==> src/rtl/mem_access_ctrl_pkg.sv <==
// rtl/mem_access_ctrl_pkg.sv - size encodings, FSM states, byte-enable constants and alignment helpers
package mem_access_ctrl_pkg;

  // Same encoding as the data-memory op field
  localparam logic [1:0] SIZE_WORD = 2'b00;
  localparam logic [1:0] SIZE_BYTE = 2'b01;
  localparam logic [1:0] SIZE_HALF = 2'b10;
  localparam logic [1:0] SIZE_RSVD = 2'b11;

  localparam logic [3:0] BE_WORD    = 4'b1111;
  localparam logic [3:0] BE_HALF_LO = 4'b0011;
  localparam logic [3:0] BE_HALF_HI = 4'b1100;
  localparam logic [3:0] BE_BYTE0   = 4'b0001;

  typedef enum logic [1:0] {
    S_IDLE,
    S_ISSUE,
    S_WAIT_R,
    S_DONE
  } state_e;

  function automatic logic is_misaligned(input logic [1:0] size, input logic [1:0] addr_lo);
    logic mis;
    mis = 1'b0;
    if (size == SIZE_WORD) mis = (addr_lo != 2'b00);
    if (size == SIZE_HALF) mis = addr_lo[0];
    return mis;
  endfunction

  // Clears the low address bits that a naturally aligned access of this size cannot have
  function automatic logic [1:0] align_lo(input logic [1:0] size, input logic [1:0] addr_lo);
    logic [1:0] lo;
    lo = addr_lo;
    if (size == SIZE_WORD) lo = 2'b00;
    if (size == SIZE_HALF) lo = {addr_lo[1], 1'b0};
    return lo;
  endfunction

endpackage

==> src/rtl/mem_access_ctrl_if.sv <==
// rtl/mem_access_ctrl_if.sv - word-organised data-memory request/read-data bus
interface mem_access_ctrl_if #(
  parameter int ADDR_W = 32
);
  logic              valid;
  logic              ready;
  logic              we;
  logic [ADDR_W-1:0] addr;
  logic [3:0]        be;
  logic [31:0]       wdata;
  logic              rvalid;
  logic [31:0]       rdata;

  modport master (output valid, we, addr, be, wdata, input ready, rvalid, rdata);
  modport slave  (input valid, we, addr, be, wdata, output ready, rvalid, rdata);
endinterface

==> src/rtl/mem_lane_align.sv <==
// rtl/mem_lane_align.sv - byte-enable/store-lane shifting and load extract/extend
module mem_lane_align
  import mem_access_ctrl_pkg::*;
(
  input  logic [1:0]  size,
  input  logic [1:0]  addr_lo,
  input  logic        is_unsigned,
  input  logic [31:0] wdata,
  input  logic [31:0] rdata,
  output logic [3:0]  be,
  output logic [31:0] wdata_lane,
  output logic [31:0] rdata_ext
);

  logic [7:0]  byte_sel;
  logic [15:0] half_sel;

  // Store side: replicate the data so every enabled lane carries it
  always_comb begin
    be         = BE_WORD;
    wdata_lane = wdata;
    case (size)
      SIZE_BYTE: begin
        be         = BE_BYTE0 << addr_lo;
        wdata_lane = {4{wdata[7:0]}};
      end
      SIZE_HALF: begin
        be         = addr_lo[1] ? BE_HALF_HI : BE_HALF_LO;
        wdata_lane = {2{wdata[15:0]}};
      end
      default: ;
    endcase
  end

  // Load side: pick the addressed lane and sign/zero-extend it
  always_comb begin
    byte_sel  = rdata[{addr_lo, 3'b000} +: 8];
    half_sel  = addr_lo[1] ? rdata[31:16] : rdata[15:0];
    rdata_ext = rdata;
    case (size)
      SIZE_BYTE: rdata_ext = is_unsigned ? {24'b0, byte_sel} : {{24{byte_sel[7]}}, byte_sel};
      SIZE_HALF: rdata_ext = is_unsigned ? {16'b0, half_sel} : {{16{half_sel[15]}}, half_sel};
      default: ;
    endcase
  end

endmodule

==> src/rtl/mem_access_ctrl.sv <==
// rtl/mem_access_ctrl.sv - MEM-stage load/store initiator; define MISALIGN_EXC_EN to trap misaligned HALF/WORD
module mem_access_ctrl
  import mem_access_ctrl_pkg::*;
#(
  parameter int TIMEOUT_CYCLES = 255,
  parameter int ADDR_W         = 32
) (
  input  logic              clk,
  input  logic              rst_n,
  input  logic              req_valid,
  output logic              req_ready,
  input  logic              req_write,
  input  logic [1:0]        req_size,
  input  logic              req_unsigned,
  input  logic [ADDR_W-1:0] req_addr,
  input  logic [31:0]       req_wdata,
  output logic              resp_valid,
  output logic [31:0]       resp_rdata,
  output logic              resp_err,
  mem_access_ctrl_if.master mem
);

  localparam logic [7:0] TMO_LAST = 8'(TIMEOUT_CYCLES - 1);

  state_e            state_q, state_d;
  logic              write_q, write_d;
  logic [1:0]        size_q, size_d;
  logic              uns_q, uns_d;
  logic [1:0]        lo_q, lo_d;
  logic              mem_valid_q, mem_valid_d;
  logic              mem_we_q, mem_we_d;
  logic [ADDR_W-1:0] mem_addr_q, mem_addr_d;
  logic [3:0]        mem_be_q, mem_be_d;
  logic [31:0]       mem_wdata_q, mem_wdata_d;
  logic [7:0]        cnt_q, cnt_d;
  logic              resp_valid_q, resp_valid_d;
  logic              resp_err_q, resp_err_d;
  logic [31:0]       resp_rdata_q, resp_rdata_d;

  logic              req_illegal;
  logic [1:0]        lo_eff;
  logic [1:0]        lane_size;
  logic [1:0]        lane_lo;
  logic [3:0]        lane_be;
  logic [31:0]       lane_wdata;
  logic [31:0]       lane_rdata;

`ifdef MISALIGN_EXC_EN
  assign req_illegal = (req_size == SIZE_RSVD) || is_misaligned(req_size, req_addr[1:0]);
  assign lo_eff      = req_addr[1:0];
`else
  assign req_illegal = (req_size == SIZE_RSVD);
  assign lo_eff      = align_lo(req_size, req_addr[1:0]);
`endif

  // The lane helper formats the incoming request in IDLE and the captured one afterwards
  assign lane_size = (state_q == S_IDLE) ? req_size : size_q;
  assign lane_lo   = (state_q == S_IDLE) ? lo_eff : lo_q;

  mem_lane_align u_lane (
    .size        (lane_size),
    .addr_lo     (lane_lo),
    .is_unsigned (uns_q),
    .wdata       (req_wdata),
    .rdata       (mem.rdata),
    .be          (lane_be),
    .wdata_lane  (lane_wdata),
    .rdata_ext   (lane_rdata)
  );

  // State register plus all registered bus and response outputs
  always_ff @(posedge clk or negedge rst_n) begin
    if (!rst_n) begin
      state_q      <= S_IDLE;
      write_q      <= 1'b0;
      size_q       <= SIZE_WORD;
      uns_q        <= 1'b0;
      lo_q         <= 2'b00;
      mem_valid_q  <= 1'b0;
      mem_we_q     <= 1'b0;
      mem_addr_q   <= '0;
      mem_be_q     <= 4'b0000;
      mem_wdata_q  <= 32'h0;
      cnt_q        <= 8'h0;
      resp_valid_q <= 1'b0;
      resp_err_q   <= 1'b0;
      resp_rdata_q <= 32'h0;
    end else begin
      state_q      <= state_d;
      write_q      <= write_d;
      size_q       <= size_d;
      uns_q        <= uns_d;
      lo_q         <= lo_d;
      mem_valid_q  <= mem_valid_d;
      mem_we_q     <= mem_we_d;
      mem_addr_q   <= mem_addr_d;
      mem_be_q     <= mem_be_d;
      mem_wdata_q  <= mem_wdata_d;
      cnt_q        <= cnt_d;
      resp_valid_q <= resp_valid_d;
      resp_err_q   <= resp_err_d;
      resp_rdata_q <= resp_rdata_d;
    end
  end

  // Next-state logic; responses are set up on the transition into DONE
  always_comb begin
    state_d      = state_q;
    write_d      = write_q;
    size_d       = size_q;
    uns_d        = uns_q;
    lo_d         = lo_q;
    mem_valid_d  = mem_valid_q;
    mem_we_d     = mem_we_q;
    mem_addr_d   = mem_addr_q;
    mem_be_d     = mem_be_q;
    mem_wdata_d  = mem_wdata_q;
    cnt_d        = cnt_q;
    resp_valid_d = 1'b0;
    resp_err_d   = resp_err_q;
    resp_rdata_d = resp_rdata_q;
    case (state_q)
      S_IDLE: begin
        if (req_valid) begin
          write_d = req_write;
          size_d  = req_size;
          uns_d   = req_unsigned;
          lo_d    = lo_eff;
          cnt_d   = 8'h0;
          if (req_illegal) begin
            state_d      = S_DONE;
            resp_valid_d = 1'b1;
            resp_err_d   = 1'b1;
            resp_rdata_d = 32'h0;
          end else begin
            state_d     = S_ISSUE;
            mem_valid_d = 1'b1;
            mem_we_d    = req_write;
            mem_addr_d  = {req_addr[ADDR_W-1:2], 2'b00};
            mem_be_d    = lane_be;
            mem_wdata_d = lane_wdata;
          end
        end
      end
      S_ISSUE: begin
        if (mem.ready) begin
          mem_valid_d = 1'b0;
          if (write_q) begin
            state_d      = S_DONE;
            resp_valid_d = 1'b1;
            resp_err_d   = 1'b0;
            resp_rdata_d = 32'h0;
          end else begin
            state_d = S_WAIT_R;
          end
        end
      end
      S_WAIT_R: begin
        cnt_d = cnt_q + 8'd1;
        if (mem.rvalid) begin
          state_d      = S_DONE;
          resp_valid_d = 1'b1;
          resp_err_d   = 1'b0;
          resp_rdata_d = lane_rdata;
        end else if (cnt_q == TMO_LAST) begin
          state_d      = S_DONE;
          resp_valid_d = 1'b1;
          resp_err_d   = 1'b1;
          resp_rdata_d = 32'h0;
        end
      end
      S_DONE:  state_d = S_IDLE;
      default: state_d = S_IDLE;
    endcase
  end

  assign req_ready  = (state_q == S_IDLE);
  assign resp_valid = resp_valid_q;
  assign resp_err   = resp_err_q;
  assign resp_rdata = resp_rdata_q;
  assign mem.valid  = mem_valid_q;
  assign mem.we     = mem_we_q;
  assign mem.addr   = mem_addr_q;
  assign mem.be     = mem_be_q;
  assign mem.wdata  = mem_wdata_q;

endmodule

==> src/flat_wrapper.sv <==
// flat-port wrapper written by rule: the top's interface ports become plain ports
module mem_access_ctrl_flat import mem_access_ctrl_pkg::*;
#(
  parameter int TIMEOUT_CYCLES = 255,
  parameter int ADDR_W         = 32
)
  (clk, rst_n, req_valid, req_ready, req_write, req_size, req_unsigned, req_addr, req_wdata, resp_valid, resp_rdata, resp_err, mem_valid, mem_we, mem_addr, mem_be, mem_wdata, mem_ready, mem_rvalid, mem_rdata);
  mem_access_ctrl_if #(.ADDR_W(ADDR_W)) mem_i ();
  input  logic clk;
  input  logic rst_n;
  input  logic req_valid;
  output logic req_ready;
  input  logic req_write;
  input  logic [1:0] req_size;
  input  logic req_unsigned;
  input  logic [ADDR_W-1:0] req_addr;
  input  logic [31:0] req_wdata;
  output logic resp_valid;
  output logic [31:0] resp_rdata;
  output logic resp_err;
  output wire logic [$bits(mem_i.valid)-1:0] mem_valid;
  output wire logic [$bits(mem_i.we)-1:0] mem_we;
  output wire logic [$bits(mem_i.addr)-1:0] mem_addr;
  output wire logic [$bits(mem_i.be)-1:0] mem_be;
  output wire logic [$bits(mem_i.wdata)-1:0] mem_wdata;
  input wire logic [$bits(mem_i.ready)-1:0] mem_ready;
  input wire logic [$bits(mem_i.rvalid)-1:0] mem_rvalid;
  input wire logic [$bits(mem_i.rdata)-1:0] mem_rdata;
  assign mem_valid = mem_i.valid;
  assign mem_we = mem_i.we;
  assign mem_addr = mem_i.addr;
  assign mem_be = mem_i.be;
  assign mem_wdata = mem_i.wdata;
  assign mem_i.ready = mem_ready;
  assign mem_i.rvalid = mem_rvalid;
  assign mem_i.rdata = mem_rdata;
  mem_access_ctrl #(.TIMEOUT_CYCLES(TIMEOUT_CYCLES), .ADDR_W(ADDR_W)) u_core (.clk(clk), .rst_n(rst_n), .req_valid(req_valid), .req_ready(req_ready), .req_write(req_write), .req_size(req_size), .req_unsigned(req_unsigned), .req_addr(req_addr), .req_wdata(req_wdata), .resp_valid(resp_valid), .resp_rdata(resp_rdata), .resp_err(resp_err), .mem(mem_i));
endmodule
==> config.mk <==
export PLATFORM = sky130hd
export DESIGN_NAME = mem_access_ctrl_flat
export DESIGN_NICKNAME = d
export VERILOG_FILES = /design/src/rtl/mem_access_ctrl_pkg.sv /design/src/rtl/mem_access_ctrl_if.sv /design/src/rtl/mem_lane_align.sv /design/src/rtl/mem_access_ctrl.sv /design/src/flat_wrapper.sv
export SDC_FILE = /design/constraint.sdc
export NUM_CORES = 1
export LEC_CHECK = 0
export CELL_PAD_IN_SITES_DETAIL_PLACEMENT = 1
export CELL_PAD_IN_SITES_GLOBAL_PLACEMENT = 1
export CORE_UTILIZATION = 33
export DETAILED_ROUTE_END_ITERATION = 10
export PLACE_DENSITY = 0.92
export SYNTH_ARGS = -nofsm -noshare
export SYNTH_HDL_FRONTEND = slang
export SYNTH_SLANG_ARGS = --single-unit
==> constraint.sdc <==
create_clock -name clk -period 3.6 [get_ports clk]
set_input_delay 1.08 -clock clk [delete_from_list [all_inputs] [get_ports clk]]
set_output_delay 1.08 -clock clk [all_outputs]
set_load 0.1 [all_outputs]
==> flow_metrics.env <==
export IMPL_regArea_um2=2950
export IMPL_setup_viol=0
export IMPL_grt_usage=0.230
export IMPL_synth_top_cell_area_share=0.523
export IMPL_min_to="u_core.mem.addr[28]$_DFFE_PN0P_"
export IMPL_cts_buffers=17
export IMPL_ios=210
export IMPL_rr_endpoint="u_core.mem.wdata[19]$_DFFE_PN0P_"
export IMPL_crit_path_top_delay_cell="clkdlybuf4s50_1"
export IMPL_tightest_slew_ns=0.888
export IMPL_die_y_um=133
export IMPL_yosysTopAreaCell="dfrtp_1"
export IMPL_hpwl_um=13800
export IMPL_setup_tns_ns=0
export IMPL_crit_path_end_kind="flip-flop"
export IMPL_startpoint_type="input port"
export IMPL_hold_path_class="reg2reg"
export IMPL_fin_crit_ns=3.22
export IMPL_cts_hold_buf=0
export IMPL_nNetsFinal=904
export IMPL_drtIter0Drc=276
export IMPL_reg2reg_slack_ns=0.53
export IMPL_synth_edf_count=0
export IMPL_drc=0
export IMPL_synthFlopType="dfrtp_1"
export IMPL_routed_wl_um=19600
export IMPL_rows=47
export IMPL_crit_chain="clkdlybuf4s50_1 > mux2_2 > inv_1 > ha_1 > buf_4 > nor2_1 > nor2_1 > a221oi_1 > nor2_1"
export IMPL_layout_area_overhead_vs_synth_pct=47.9
export IMPL_chipWidth_um=133
export IMPL_min_from="u_core.mem.addr[28]$_DFFE_PN0P_"
export IMPL_place_gp_congestion=0.807
export IMPL_clk_latency_ns=0.42
export IMPL_die_area_um2=17600
export IMPL_crit_type="in2reg"
export IMPL_start_util=0.339
export IMPL_drv_slew=0
export IMPL_syn_area_per_cell_um2=9.64
export IMPL_first_pass_iters=6
export IMPL_cp_required_ns=3.93
export IMPL_grt_max_degree=68
export IMPL_ys_seq_area_frac=0.523
export IMPL_synth_warnings=0
export IMPL_layout_commonest_cell="nand2_1"
export IMPL_grt_pass1_wl_um=31600
export IMPL_post_cts_resized=0
export IMPL_vias=5343
export IMPL_worstPathArrival_ns=3.55
export IMPL_hold_viol=0
export IMPL_finalCritPeriodShare=0.894
export IMPL_ctsHtreeMaxLevel=4
export IMPL_relSlewSlack=0.408
export IMPL_clock_tree_root_cell="clkbuf_16"
export IMPL_synth_cells=586
export IMPL_status="finished clean"
export IMPL_drtAntennaViolNets=0
export IMPL_port_buffers=207
export IMPL_antenna_found_initial=0
export IMPL_grt_pass1_vias=5832
export IMPL_drive_gt1_frac=0.225
export IMPL_fillers=1881
export IMPL_wl_per_cell_um=19.2
export IMPL_path_clk_slew_ns=0.06
export IMPL_worstPathMaxFanout=10
export IMPL_worst_hold_path_num_cells=2
export IMPL_fmax_mhz=311
export IMPL_ys_seq_elements=118
export IMPL_r2r_start="u_core.state_q[0]$_DFFE_PN0P_"
export IMPL_coreArea_um2=16600
export IMPL_max_stage_delay_ns=0.62
export IMPL_reg2regPathDepth=10
export IMPL_vias_per_cell=5.22
export IMPL_n_antenna_cell=0
export IMPL_synth_cell_types=56
export IMPL_grt_overflow=0
export IMPL_final_cell_mix="nand2_1 (139), buf_4 (118), dfrtp_1 (118)"
export IMPL_rsz0062_at_grt="false"
export IMPL_syn_area_um2=5650
export IMPL_synthTopCellsByArea="dfrtp_1 (52%), nand2_1 (9.3%), nor2_1 (4.1%)"
export IMPL_post_cts_setup_buffer_count=0
export IMPL_max_cap_violations=0
export IMPL_cts_buffer_depth=2
export IMPL_crit_top_cell="nor2_1"
export IMPL_fin_skew_ns=0.00685
export IMPL_cts_tree="yes"
export IMPL_multi_input_area_um2=2480
export IMPL_ys_async_sr_fraction=1.00
export IMPL_numClockSinks=118
-- how the worst max path moves through the flow --
stage	startpoint	to	depth (start not counted)	slack, ns
global placement	req_size[0]	u_core.resp_rdata[0]$_DFFE_PN0P_	7	0.15
floorplan	u_core.state_q[0]$_DFFE_PN0P_	u_core.resp_rdata[21]$_DFFE_PN0P_	11	0.23
global route	req_size[1]	u_core.mem.wdata[19]$_DFFE_PN0P_	9	0.19
CTS	req_size[1]	u_core.mem.wdata[19]$_DFFE_PN0P_	9	0.39
detailed placement	req_size[1]	u_core.mem.wdata[19]$_DFFE_PN0P_	9	0.02
finish	req_size[1]	u_core.mem.wdata[19]$_DFFE_PN0P_	9	0.38
-- per-layer routing --
| metal | track usage | part of all wire | vias to the layer above | wire, um |
|---|---|---|---|---|
| li1 | - | - | 2474 | - |
| met1 | 0.286 | 0.43 | 2639 | 8430 |
| met2 | 0.375 | 0.48 | 187 | 9420 |
| met3 | 0.0533 | 0.051 | 43 | 1000 |
| met4 | 0.112 | 0.039 | 0 | 762 |
| met5 | 0 | 0 | - | 0 |
-- worst max-delay path, delay by kind of cell --
kind	cells	cell delay, ns
AO/OA/AOI/OAI	1	0.22
multiplexers	1	0.39
adder cells (fa/ha/maj)	1	0.23
AND/OR/NAND/NOR	3	0.73
buffers and inverters	3	0.91
-- cell type report --
cell class,count,share of cell area
clock inverter,15,0.0246
clock buffer,17,0.0509
timing repair buffer,224,0.237
inverter,9,0.00404
multi-input combinational,421,0.297
sequential,118,0.354
tap,220,0.0330
-- registers in the layout, summed over array words and instances, names as in the netlist --
register,count
u_core.state_q,2
u_core.resp_rdata,32
u_core.cnt_q,8
u_core.mem.valid,1
u_core.resp_err,1
u_core.mem.be,4
u_core.mem.we,1
u_core.size_q,2
u_core.mem.addr,30
u_core.lo_q,2
u_core.write_q,1
u_core.mem.wdata,32
u_core.resp_valid,1
u_core.uns_q,1
-- through the flow --
| stage | setup WS, ns | util | std cells | area [um2] | hold WS, ns |
|---|---|---|---|---|---|
| final | 0.383 | 0.502 | 1024 | 8350 | 0.476 |
| after global routing | 0.192 | 0.502 | 1024 | 8350 | 0.500 |
| after CTS | 0.394 | 0.502 | 1024 | 8350 | 0.480 |
| after detailed placement | 0.0207 | 0.464 | 992 | 7720 | 0.466 |
| after global placement | 0.154 | 0.464 | 992 | 7720 | 0.459 |
| after floorplan | 0.231 | - | 587 | 5650 | 0.464 |
-- Yosys cell counts (8+ instances only) --
master and count:
mux2_2 14, ha_1 8, o2bb2ai_1 16, dfrtp_1 118, clkbuf_1 21, inv_1 9, buf_2 10, a221oi_1 24
a22oi_1 8, nand2_1 140, a221o_1 16, a21oi_1 27, nor2_1 61, o21ai_0 37
-- logic make-up after synthesis --
family	synth area share
buf+inv	0.0403
xor+xnor	0.00620
fa+ha+maj	0.0177
compound gates	0.201
simple gates	0.171
other cells	0.000664
mux	0.0397
flops	0.523
Power is left out: the tool's default activity adds up to more than one toggle a clock period on the data nets, which glitch-free logic cannot reach.
